### config.mk
export PLATFORM = sky130hd
export DESIGN_NAME = hazard_responder_flat
export DESIGN_NICKNAME = d
export VERILOG_FILES = /design/src/rtl/hazard_responder_if.sv /design/src/rtl/hazard_responder.sv /design/src/flat_wrapper.sv
export SDC_FILE = /design/constraint.sdc
export NUM_CORES = 1
export LEC_CHECK = 0
export ABC_AREA = 0
export ABC_CLOCK_PERIOD_IN_PS = 3800
export CORE_ASPECT_RATIO = 0.6
export CORE_UTILIZATION = 44
export DETAILED_ROUTE_END_ITERATION = 6
export PLACE_DENSITY = 0.93
export SYNTH_ARGS = -nofsm -noshare
export SYNTH_HDL_FRONTEND = slang
export SYNTH_SLANG_ARGS = --single-unit
### constraint.sdc
create_clock -name clock -period 3.8 [get_ports clock]
set_input_delay 0.38 -clock clock [delete_from_list [all_inputs] [get_ports clock]]
set_output_delay 0.38 -clock clock [all_outputs]
set_load 0.01 [all_outputs]
### src/rtl/hazard_responder_if.sv
// Hazard-unit control and decode/forwarding datapath bundle for hazard_responder.
// The master modport drives the hazard unit's requests and operands; the slave modport is the responder.
interface hazard_responder_if #(
    parameter int unsigned XLEN = 32
);
    logic            fetch_stall;
    logic [1:0]      rs1_bypass;
    logic [2:0]      rs2_bypass;
    logic            redirect_e;
    logic [XLEN-1:0] rs1_data_d;
    logic [XLEN-1:0] rs2_data_d;
    logic [XLEN-1:0] result_m;
    logic [XLEN-1:0] wb_data_w;
    logic            pc_en;
    logic            fd_en;
    logic            fd_flush;
    logic            de_bubble;
    logic            valid_e;
    logic [XLEN-1:0] rs1_val_e;
    logic [XLEN-1:0] rs2_val_e;
    logic [XLEN-1:0] store_data_m;
    logic [1:0]      state;
    logic            hazard_error;

    modport master (
        output fetch_stall, rs1_bypass, rs2_bypass, redirect_e,
        output rs1_data_d, rs2_data_d, result_m, wb_data_w,
        input  pc_en, fd_en, fd_flush, de_bubble, valid_e,
        input  rs1_val_e, rs2_val_e, store_data_m, state, hazard_error
    );

    modport slave (
        input  fetch_stall, rs1_bypass, rs2_bypass, redirect_e,
        input  rs1_data_d, rs2_data_d, result_m, wb_data_w,
        output pc_en, fd_en, fd_flush, de_bubble, valid_e,
        output rs1_val_e, rs2_val_e, store_data_m, state, hazard_error
    );
endinterface

### src/rtl/hazard_responder.sv
// Acts on decode-stage hazard decisions: stall/flush gating, bypass muxing in E and M, stall watchdog.
// Optional macro HAZARD_PERF_CNT_EN adds stall_cycles/flush_cycles performance counters.
module hazard_responder #(
    parameter int unsigned XLEN      = 32,
    parameter int unsigned MAX_STALL = 3
`ifdef HAZARD_PERF_CNT_EN
    ,
    parameter int unsigned CNT_W     = 16
`endif
) (
    input  logic              clock,
    input  logic              reset,
    hazard_responder_if.slave bus
`ifdef HAZARD_PERF_CNT_EN
    ,
    output logic [CNT_W-1:0]  stall_cycles,
    output logic [CNT_W-1:0]  flush_cycles
`endif
);

    localparam int unsigned RUN_W = $clog2(MAX_STALL + 1);

    typedef enum logic [1:0] {
        ST_RUN   = 2'b00,
        ST_STALL = 2'b01,
        ST_FLUSH = 2'b10
    } state_t;

    state_t            state_q;
    state_t            state_d;
    logic              pc_en_c;
    logic              fd_en_c;
    logic              fd_flush_c;
    logic              de_bubble_c;
    logic              stall_cond_c;

    logic              valid_e_q;
    logic [1:0]        sel1_e;
    logic [2:0]        sel2_e;
    logic [XLEN-1:0]   rs1_reg_e;
    logic [XLEN-1:0]   rs2_reg_e;
    logic [XLEN-1:0]   rs1_val_c;
    logic [XLEN-1:0]   rs2_val_c;

    logic [2:0]        sel2_m;
    logic [XLEN-1:0]   store_data_pre;

    logic [RUN_W-1:0]  stall_run;
    logic [RUN_W-1:0]  stall_run_d;
    logic              hazard_error_q;

    // Next state and pipeline gating; redirect outranks stall, and a flushed D ignores stall.
    always_comb begin
        state_d     = state_q;
        pc_en_c     = 1'b1;
        fd_en_c     = 1'b1;
        fd_flush_c  = 1'b0;
        de_bubble_c = 1'b0;
        if (bus.redirect_e) begin
            state_d     = ST_FLUSH;
            fd_flush_c  = 1'b1;
            de_bubble_c = 1'b1;
        end else if (state_q == ST_FLUSH) begin
            state_d = ST_RUN;
        end else if (bus.fetch_stall) begin
            state_d     = ST_STALL;
            pc_en_c     = 1'b0;
            fd_en_c     = 1'b0;
            de_bubble_c = 1'b1;
        end else begin
            state_d = ST_RUN;
        end
    end

    always_ff @(posedge clock) begin
        if (reset) begin
            state_q <= ST_RUN;
        end else begin
            state_q <= state_d;
        end
    end

    // D/E register: a bubble clears valid, selects and data.
    always_ff @(posedge clock) begin
        if (reset || de_bubble_c) begin
            valid_e_q <= 1'b0;
            sel1_e    <= 2'd0;
            sel2_e    <= 3'd0;
            rs1_reg_e <= '0;
            rs2_reg_e <= '0;
        end else begin
            valid_e_q <= 1'b1;
            sel1_e    <= bus.rs1_bypass;
            sel2_e    <= bus.rs2_bypass;
            rs1_reg_e <= bus.rs1_data_d;
            rs2_reg_e <= bus.rs2_data_d;
        end
    end

    // E-stage operand forwarding; code 4 on rs2 is resolved later in M.
    always_comb begin
        rs1_val_c = rs1_reg_e;
        rs2_val_c = rs2_reg_e;
        case (sel1_e)
            2'd1:    rs1_val_c = bus.result_m;
            2'd3:    rs1_val_c = bus.wb_data_w;
            default: rs1_val_c = rs1_reg_e;
        endcase
        case (sel2_e)
            3'd1:    rs2_val_c = bus.result_m;
            3'd3:    rs2_val_c = bus.wb_data_w;
            default: rs2_val_c = rs2_reg_e;
        endcase
    end

    // E/M register is never bubbled: the redirecting branch itself still proceeds.
    always_ff @(posedge clock) begin
        if (reset) begin
            sel2_m         <= 3'd0;
            store_data_pre <= '0;
        end else begin
            sel2_m         <= sel2_e;
            store_data_pre <= rs2_val_c;
        end
    end

    // Watchdog: consecutive effective stall cycles, saturating, with a sticky error.
    assign stall_cond_c = bus.fetch_stall && (state_q != ST_FLUSH);

    always_comb begin
        stall_run_d = '0;
        if (stall_cond_c) begin
            stall_run_d = (stall_run == RUN_W'(MAX_STALL)) ? stall_run : stall_run + RUN_W'(1);
        end
    end

    always_ff @(posedge clock) begin
        if (reset) begin
            stall_run      <= '0;
            hazard_error_q <= 1'b0;
        end else begin
            stall_run <= stall_run_d;
            if (stall_run_d == RUN_W'(MAX_STALL)) begin
                hazard_error_q <= 1'b1;
            end
        end
    end

`ifdef HAZARD_PERF_CNT_EN
    always_ff @(posedge clock) begin
        if (reset) begin
            stall_cycles <= '0;
            flush_cycles <= '0;
        end else begin
            if (de_bubble_c && !bus.redirect_e) begin
                stall_cycles <= stall_cycles + CNT_W'(1);
            end
            if (bus.redirect_e) begin
                flush_cycles <= flush_cycles + CNT_W'(1);
            end
        end
    end
`endif

    assign bus.pc_en        = pc_en_c;
    assign bus.fd_en        = fd_en_c;
    assign bus.fd_flush     = fd_flush_c;
    assign bus.de_bubble    = de_bubble_c;
    assign bus.valid_e      = valid_e_q;
    assign bus.rs1_val_e    = rs1_val_c;
    assign bus.rs2_val_e    = rs2_val_c;
    assign bus.store_data_m = (sel2_m == 3'd4) ? bus.wb_data_w : store_data_pre;
    assign bus.state        = state_q;
    assign bus.hazard_error = hazard_error_q;

endmodule

### src/flat_wrapper.sv
// flat-port wrapper written by rule: the top's interface ports become plain ports
module hazard_responder_flat 
#(
    parameter int unsigned XLEN      = 32,
    parameter int unsigned MAX_STALL = 3

)
  (clock, reset, bus_fetch_stall, bus_rs1_bypass, bus_rs2_bypass, bus_redirect_e, bus_rs1_data_d, bus_rs2_data_d, bus_result_m, bus_wb_data_w, bus_pc_en, bus_fd_en, bus_fd_flush, bus_de_bubble, bus_valid_e, bus_rs1_val_e, bus_rs2_val_e, bus_store_data_m, bus_state, bus_hazard_error);
  hazard_responder_if #(.XLEN(XLEN)) bus_i ();
  input  logic clock;
  input  logic reset;
  input wire logic [$bits(bus_i.fetch_stall)-1:0] bus_fetch_stall;
  input wire logic [$bits(bus_i.rs1_bypass)-1:0] bus_rs1_bypass;
  input wire logic [$bits(bus_i.rs2_bypass)-1:0] bus_rs2_bypass;
  input wire logic [$bits(bus_i.redirect_e)-1:0] bus_redirect_e;
  input wire logic [$bits(bus_i.rs1_data_d)-1:0] bus_rs1_data_d;
  input wire logic [$bits(bus_i.rs2_data_d)-1:0] bus_rs2_data_d;
  input wire logic [$bits(bus_i.result_m)-1:0] bus_result_m;
  input wire logic [$bits(bus_i.wb_data_w)-1:0] bus_wb_data_w;
  output wire logic [$bits(bus_i.pc_en)-1:0] bus_pc_en;
  output wire logic [$bits(bus_i.fd_en)-1:0] bus_fd_en;
  output wire logic [$bits(bus_i.fd_flush)-1:0] bus_fd_flush;
  output wire logic [$bits(bus_i.de_bubble)-1:0] bus_de_bubble;
  output wire logic [$bits(bus_i.valid_e)-1:0] bus_valid_e;
  output wire logic [$bits(bus_i.rs1_val_e)-1:0] bus_rs1_val_e;
  output wire logic [$bits(bus_i.rs2_val_e)-1:0] bus_rs2_val_e;
  output wire logic [$bits(bus_i.store_data_m)-1:0] bus_store_data_m;
  output wire logic [$bits(bus_i.state)-1:0] bus_state;
  output wire logic [$bits(bus_i.hazard_error)-1:0] bus_hazard_error;
  assign bus_i.fetch_stall = bus_fetch_stall;
  assign bus_i.rs1_bypass = bus_rs1_bypass;
  assign bus_i.rs2_bypass = bus_rs2_bypass;
  assign bus_i.redirect_e = bus_redirect_e;
  assign bus_i.rs1_data_d = bus_rs1_data_d;
  assign bus_i.rs2_data_d = bus_rs2_data_d;
  assign bus_i.result_m = bus_result_m;
  assign bus_i.wb_data_w = bus_wb_data_w;
  assign bus_pc_en = bus_i.pc_en;
  assign bus_fd_en = bus_i.fd_en;
  assign bus_fd_flush = bus_i.fd_flush;
  assign bus_de_bubble = bus_i.de_bubble;
  assign bus_valid_e = bus_i.valid_e;
  assign bus_rs1_val_e = bus_i.rs1_val_e;
  assign bus_rs2_val_e = bus_i.rs2_val_e;
  assign bus_store_data_m = bus_i.store_data_m;
  assign bus_state = bus_i.state;
  assign bus_hazard_error = bus_i.hazard_error;
  hazard_responder #(.XLEN(XLEN), .MAX_STALL(MAX_STALL)) u_core (.clock(clock), .reset(reset), .bus(bus_i));
endmodule
# Word-level counts from Yosys, hierarchy flattened
# Cells that the tools add are included.
[word_totals]
inputBits = 137
out_inout_bits = 104
wordCells = 40
register_bits = 110
[classes]
add_sub_neg = 1
eq_ne = 9
mux = 16
reduce_logical = 3
[ops]
columns = ["op", "count"]
rows = [
  ["one-hot mux 32 bit (2 select lines)", 2],
  ["2-to-1 mux 32 bit", 1],
  ["2-to-1 mux 1 bit", 9],
  ["equality test 2 bit, second input constant", 4],
  ["2-to-1 mux 2 bit", 4],
  ["equality test 3 x 1 -> 1 bit, second input constant", 1],
  ["equality test 3 x 2 -> 1 bit, second input constant", 1],
  ["equality test 3 bit, second input constant", 1],
  ["OR reduction 3 bit", 1],
  ["adder 2 x 1 -> 2 bit, second input constant", 1],
  ["equality test 2 x 1 -> 1 bit, second input constant", 1],
  ["inequality test 2 bit, second input constant", 1],
  ["logical AND 1 bit", 1],
  ["logical OR 1 bit", 1],
]

# Logic depth before layout (Yosys ltp)
# Gate-level depths: netlist of the first run.
[logic_depth]
word_depth = 5
ltp_mapped = 5

# Worst setup path before layout of the first run
# No wires, ideal clock.
[synth_path]
path_type = "reg2out"
from = "register u_core.sel2_m[1]"
to = "output bus_store_data_m[11]"
path_slack_ps = 2249
path_buffers = 1
stages_incl_launch_ff = 4
arrival_time_ps = 1171
cell_sequence = "dfxtp_1 -> nor3b_2 -> buf_4 -> mux2_1"
[synth_via]
elab_chain_len = 2
[synth_lines]
columns = ["item", "line_no", "source"]
rows = [
  ["start: declaration", "hazard_responder.sv:45", "logic [2:0] sel2_m;"],
  ["start signal: assignment", "hazard_responder.sv:122", "sel2_m <= sel2_e;"],
  ["equality test 3 bit", "hazard_responder.sv:172", "assign bus.store_data_m = (sel2_m == 3'd4) ? bus.wb_data_w : store_data_pre;"],
  ["2-to-1 mux 32 bit", "hazard_responder.sv:172", ""],
  ["end: declaration", "flat_wrapper.sv:27", "output wire logic [$bits(bus_i.store_data_m)-1:0] bus_store_data_m;"],
]
# Every way passes these cells.

# Worst setup path after layout of the first run
[layout_path]
from = "register u_core.sel2_e[1]"
to = "output bus_rs2_val_e[4]"
[layout_via]
elab_chain_len = 2
word_cells_on_any_way = 3
cone_classes = "eq/ne (2); mux (1)"
[layout_lines]
columns = ["item", "line_no", "source"]
rows = [
  ["start: declaration", "hazard_responder.sv:39", "logic [2:0] sel2_e;"],
  ["start signal: assignment", "hazard_responder.sv:94", "sel2_e <= bus.rs2_bypass;"],
  ["equality test 3 x 2 -> 1 bit or equality test 3 x 1 -> 1 bit (tied branches)", "hazard_responder.sv:109", "case (sel2_e)"],
  ["one-hot mux 32 bit (2 select lines) *", "hazard_responder.sv:109", ""],
  ["end: declaration", "flat_wrapper.sv:26", "output wire logic [$bits(bus_i.rs2_val_e)-1:0] bus_rs2_val_e;"],
]
# Every way passes the cells marked *; elsewhere a longest branch is shown, timed or not.

==> results of run 1 <==
==> how the worst max path moves through the flow <==
stage	from	endpoint	cells after the start
floorplan	u_core.sel2_m[1]	bus_store_data_m[11]	3
global placement	u_core.sel2_e[1]	bus_rs2_val_e[2]	5
detailed placement	u_core.sel2_e[1]	bus_rs2_val_e[4]	5
CTS	u_core.sel2_e[1]	bus_rs2_val_e[4]	5
global route	u_core.sel2_e[1]	bus_rs2_val_e[2]	5
finish	u_core.sel2_e[1]	bus_rs2_val_e[4]	5
==> where the power goes <==
| group | switching, mW | leakage (nW) | internal (mW) |
|---|---|---|---|
| clock network | 0.438 | 0.148 | 0.521 |
| registers | 0.0212 | 0.898 | 1.19 |
| logic | 0.199 | 1.84 | 0.302 |
| total | 0.659 | 2.89 | 2.02 |
==> metal layers <==
metal / wire (µm) / share of wire (%)
met5: 0 / 0
met3: 1410 / 9.2
met2: 7050 / 46
met4: 331 / 2.2
met1: 6490 / 42
==> tightest hold or removal path, cell delays in order (launching register included) <==
cell and delay (ns):
dfxtp_1 0.31, nor2_1 0.09, nor3_1 0.05
==> flip-flops by register name, indices dropped and copies added (netlist names) <==
register and count:
u_core.rs1_reg_e 32, u_core.store_data_pre 32, u_core.sel1_e 2, u_core.sel2_e 3
u_core.sel2_m 3, u_core.bus.hazard_error 1, u_core.bus.state 2, u_core.bus.valid_e 1
u_core.rs2_reg_e 32, u_core.stall_run 2
==> cells in the final DEF (no fill, tap or decap), types with 9 or more instances in the layout <==
cell / instances
dfxtp_1: 107
a211oi_1: 27
clkdlybuf4s50_1: 239
and2_1: 69
a21oi_1: 32
clkbuf_16: 9
nor2_1: 97
mux2i_1: 32
mux2_2: 28
nor2b_1: 37
nor3_1: 35
==> area by class of cell <==
cell class | instances | area [µm²]
Clock buffer | 9 | 225
Clock inverter | 7 | 80.1
Fill cell | 758 | 3060
Inverter | 1 | 3.75
Multi-Input combinational cell | 376 | 2410
Sequential cell | 110 | 2210
Tap cell | 139 | 174
Timing Repair Buffer | 248 | 2470
==> synthesized netlist by cell type <==
library cell,instances
a211oi_1,27
a211oi_2,5
a211oi_4,1
a21oi_1,32
and2_1,69
buf_1,2
buf_2,11
buf_4,8
buf_6,4
clkbuf_1,11
clkbuf_2,6
dfxtp_1,110
inv_1,1
mux2_1,4
mux2_2,28
mux2i_1,32
nand2_1,1
nand2b_1,3
nand2b_4,1
nor2_1,97
nor2b_1,38
nor3_1,35
nor3b_2,1
o22ai_1,1
or2_2,1
==> through the flow <==
| step | hold slack [ns] | instances | power, mW | instance area [µm²] | utilization (%) |
|---|---|---|---|---|---|
| floorplan | 0.449 | 529 | 1.43 | 4840 | - |
| global placement | 0.456 | 874 | 1.73 | 7270 | 68.3 |
| detailed placement | 0.461 | 874 | 1.74 | 7270 | 68.3 |
| CTS | 0.479 | 890 | 2.69 | 7570 | 71.2 |
| finish | 0.487 | 890 | 2.67 | 7570 | 71.2 |
| global route | 0.514 | 890 | 2.78 | 7570 | 71.2 |
==> logic make-up after synthesis <==
logic type | after synthesis | synth area share, %
and+or+nand+nor | 246 | 26.1
muxes | 64 | 14.1
DFF | 110 | 45.5
AOI/OAI and AO/OA | 66 | 9.33
buffers and inverters | 43 | 5.01
==> qor.yml, run 1 <==
finish:
  area_growth_pct: 56.4
  drive_gt1_share_pct: 8.92
  num-nets-final: 883
  antenna_cells: 0
drt:
  ant_nets: 0
  wl_um: 15300
  viasPerCell: 5.20
  vias: 4630
  wl_per_cell_um: 17.2
  remaining_drc_errors: 0
  drt_iter0_markers: 253
  firstDrtPassIters: 5
cts:
  path_clk_slew_ns: 0.07
  ctsHtreeMaxLevel: 3
  cts_setup_buffers: 0
  cts_tree: "built"
  cts_buffer_depth: 2
  numCtsBuffers: 9
  holdBufCountCts: 0
  cts_num_sinks: 110
  post_cts_resized: 0
  cts_root_buffer: "clkbuf_16"
  insertion_delay_ns: 0.34
worst_setup_path:
  critPathTopFamily: "buffers and inverters"
  startpoint_type: "flip-flop"
  cp_data_arrival_time_ns: 2.61
  r2r-end: "u_core.rs1_reg_e[15]"
  reg2reg_depth: 4
  regToRegSetupSlack_ns: 1.91
  critPathKind: "flip-flop to output pin"
  endpoint_kind: "output pin"
  path_buf_inv: 2
  slowest_delay_ns: 0.76
  critPathSlowestCell: "dfxtp_2"
  crit_fanout: 34
  critPathRequiredTime_ns: 3.42
  r2r_start: "u_core.bus.state[0]"
  crit_chain: "buf_4 -> nor2b_1 -> a211oi_1 -> nor2_1 -> clkdlybuf4s50_1"
place:
  place.gp.congestion: 0.940
  place_ws_ns: 1.20
  portBuffers: 240
  dpl.hpwl_um: 11200
floorplan:
  die_h_um: 83.3
  ioPinCount: 241
  initial_core_util_pct: 45.5
  rows: 29
  dieArea_um2: 11400
  die_w_um: 137
  core-area_um2: 10600
power:
  irDropWorstVdd_v: 0.000222
  leakage_nw: 2.89
  power_density_nw_per_um2: 353
synthesis:
  ys_ff_latch: 110
  avgSynthCellArea_um2: 9.15
  ys_top_cells_by_area: "dfxtp_1, and2_1, nor2_1"
  syn_inst: 529
  syn_area_um2: 4840
  yosysWarnings: 0
  synthDistinctLibCells: 25
  synth_top_cell_by_area: "dfxtp_1"
  syn-num-nets: 666
  ys_seq_area_share_pct: 45.5
  synth_top_area_share_pct: 45.5
global_route:
  grt_pass1_wl_um: 23900
  grt_antenna_before_repair: 0
  grt.busiest_layer: "met2"
  grt_pass1_vias: 4828
  met2_usage_pct: 44.2
  grt.overflow.total: 0
  grtUsageMet1_pct: 33.7
  grt_use_met3_pct: 7.45
  grt_max_degree: 43
  groute.usage.overall_pct: 27.0
sta:
  tightest_slew_ns: 1.08
  setup_viol: 0
  fin_crit_sh_pct: 78.6
  relSlewSlack_pct: 27.5
  setup_ws_ns: 0.815
  finalMaxSlewViolations: 0
  setup_tns_ns: 0
  skew_ns: 0.00811
  min_period_ns: 2.99
  hold_viol_final: 0
  clock.fmax_mhz: 335
  rsz0062_at_grt: "no"
run:
  drv_cap: 0
worst_hold_path:
  min_from: "u_core.stall_run[0]"
  hold_path.class: "flip-flop to flip-flop"
  min_path_cells: 2
  holdPathEnd: "u_core.stall_run[1]"
run_status:
  status: "completed"
Note: power is estimated with default switching activity, not from simulation.
==> run 2: changes to the inputs <==
--- a/config.mk
+++ b/config.mk
@@ -6,11 +6,11 @@
 export NUM_CORES = 1
 export LEC_CHECK = 0
 export ABC_AREA = 0
-export ABC_CLOCK_PERIOD_IN_PS = 3800
+export ABC_CLOCK_PERIOD_IN_PS = 3100
 export CORE_ASPECT_RATIO = 0.6
-export CORE_UTILIZATION = 44
+export CORE_UTILIZATION = 41
 export DETAILED_ROUTE_END_ITERATION = 6
-export PLACE_DENSITY = 0.93
+export PLACE_DENSITY = 0.88
 export SYNTH_ARGS = -nofsm -noshare
 export SYNTH_HDL_FRONTEND = slang
 export SYNTH_SLANG_ARGS = --single-unit
==> constraint.sdc (replaced) <==
create_clock -name clock -period 3.1 [get_ports clock]
set_input_delay 0.31 -clock clock [delete_from_list [all_inputs] [get_ports clock]]
set_output_delay 0.31 -clock clock [all_outputs]
set_load 0.01 [all_outputs]
==> qor.yml, run 2 (synthesis results as in run 1) <==
sta:
  setup_tns_ns: 0
  setup_viol: 0
  rsz0062_at_grt: "no"
  finalMaxSlewViolations: 0
  whs_ns: 0.441
  skew_ns: 0.00923
  clock.fmax_mhz: 364
  relSlewSlack_pct: 39.6
  min_period_ns: 2.75
  tightest_slew_ns: 0.906
  fin_crit_sh_pct: 88.7
  hold_viol_final: 0
cts:
  cts_tree: "built"
  numCtsBuffers: 9
  holdBufCountCts: 0
  cts_setup_buffers: 0
  cts_buffer_depth: 2
  post_cts_resized: 0
  cts_num_sinks: 110
  ctsHtreeMaxLevel: 3
  cts_root_buffer: "clkbuf_16"
  insertion_delay_ns: 0.33
  path_clk_slew_ns: 0.08
worst_setup_path:
  endpoint_kind: "output pin"
  regToRegSetupSlack_ns: 1.39
  reg2reg_depth: 3
  slowest_delay_ns: 0.80
  critPathKind: "flip-flop to output pin"
  crit_chain: "buf_4 -> mux2i_1 -> a21oi_1 -> clkdlybuf4s50_1"
  startpoint_type: "flip-flop"
  cp_data_arrival_time_ns: 2.44
  critPathRequiredTime_ns: 2.79
  critPathSlowestCell: "dfxtp_2"
  r2r_start: "u_core.sel2_e[2]"
  r2r-end: "u_core.store_data_pre[3]"
  crit_fanout: 19
floorplan:
  dieArea_um2: 12300
  rows: 30
  core-area_um2: 11400
  initial_core_util_pct: 42.4
  ioPinCount: 241
  die_w_um: 142
  die_h_um: 86.2
global_route:
  grt_pass1_vias: 4585
  grt_antenna_before_repair: 0
  groute.usage.overall_pct: 24.7
  grt.overflow.total: 0
  grt_pass1_wl_um: 23300
  grt_max_degree: 66
run:
  drv_cap: 0
finish:
  top_regs: "u_core.rs1_reg_e x32, u_core.rs2_reg_e x32, u_core.store_data_pre x32"
  final_common_cell: "clkdlybuf4s50_1"
  drive_gt1_share_pct: 9.16
  area_growth_pct: 57.1
  antenna_cells: 0
  num-nets-final: 885
  final_cell_mix: "clkdlybuf4s50_1, dfxtp_1, nor2_1"
drt:
  remaining_drc_errors: 0
  wl_um: 15200
  drt_iter0_markers: 193
  viasPerCell: 5.04
  vias: 4600
  wl_per_cell_um: 16.7
  firstDrtPassIters: 5
  ant_nets: 0
worst_hold_path:
  hold_path.class: "input port to flip-flop"
  min_path_cells: 2
  holdPathEnd: "u_core.sel2_m[1]"
  min_from: "reset"
run_status:
  status: "completed"
place:
  place.gp.congestion: 0.832
  portBuffers: 240
  dpl.hpwl_um: 11300
power:
  leakage_nw: 2.90
  irDropWorstVdd_v: 0.000263
  power_density_nw_per_um2: 424
## run 2: worst max path at each step
stage                           startpoint                   end  slack (ns)  depth (start not counted)
after floorplan           u_core.sel2_m[1]  bus_store_data_m[11]        1.62                          3
after global placement    u_core.sel1_e[1]     bus_rs1_val_e[21]        0.75                          4
after detailed placement  u_core.sel1_e[1]     bus_rs1_val_e[21]        0.73                          4
after CTS                 u_core.sel1_e[1]     bus_rs1_val_e[21]        0.35                          4
after global routing      u_core.sel2_e[2]      bus_rs2_val_e[3]        0.20                          4
final                     u_core.sel1_e[1]     bus_rs1_val_e[21]        0.35                          4
## run 2: area by class of cell
cell class                 instances  area (µm²)
timing repair buffer             250        2500
tap                              160         200
multi-input combinational        376        2410
clock inverter                     5        40.0
inverter                           1        3.75
sequential                       110        2210
fill                             875        3800
clock buffer                      11         253
## run 2: routing by layer
layer / GRT usage, % / share of wire, %
met3: 6.70 / 7.8
met1: 30.2 / 43
met2: 43.4 / 48
met5: 0 / 0
met4: 5.77 / 0.75
## run 2: through the flow
| step | util, % | instance area (µm²) | setup slack, ns | power [mW] | cells |
|---|---|---|---|---|---|
| CTS | 66.7 | 7610 | 0.353 | 3.26 | 913 |
| global route | 66.7 | 7610 | 0.198 | 3.36 | 913 |
| detailed placement | 64.1 | 7310 | 0.729 | 2.13 | 897 |
| floorplan | - | 4840 | 1.62 | 1.75 | 529 |
| global placement | 64.1 | 7310 | 0.752 | 2.12 | 897 |
| finish | 66.7 | 7610 | 0.351 | 3.23 | 913 |
## run 2: power breakdown
part           total, mW  switching, mW  leakage (nW)  internal [mW]
Clock               1.12          0.524         0.147          0.599
Sequential          1.48         0.0209         0.898           1.46
Combinational      0.622          0.250          1.85          0.372
Total               3.23          0.795          2.90           2.43
## run 2: critical path: cells and delay by family (launching register included)
kind	cells	cell delay, ns
compound gates	1	0.20
buf+inv	2	0.96
flops	1	0.80
mux	1	0.11
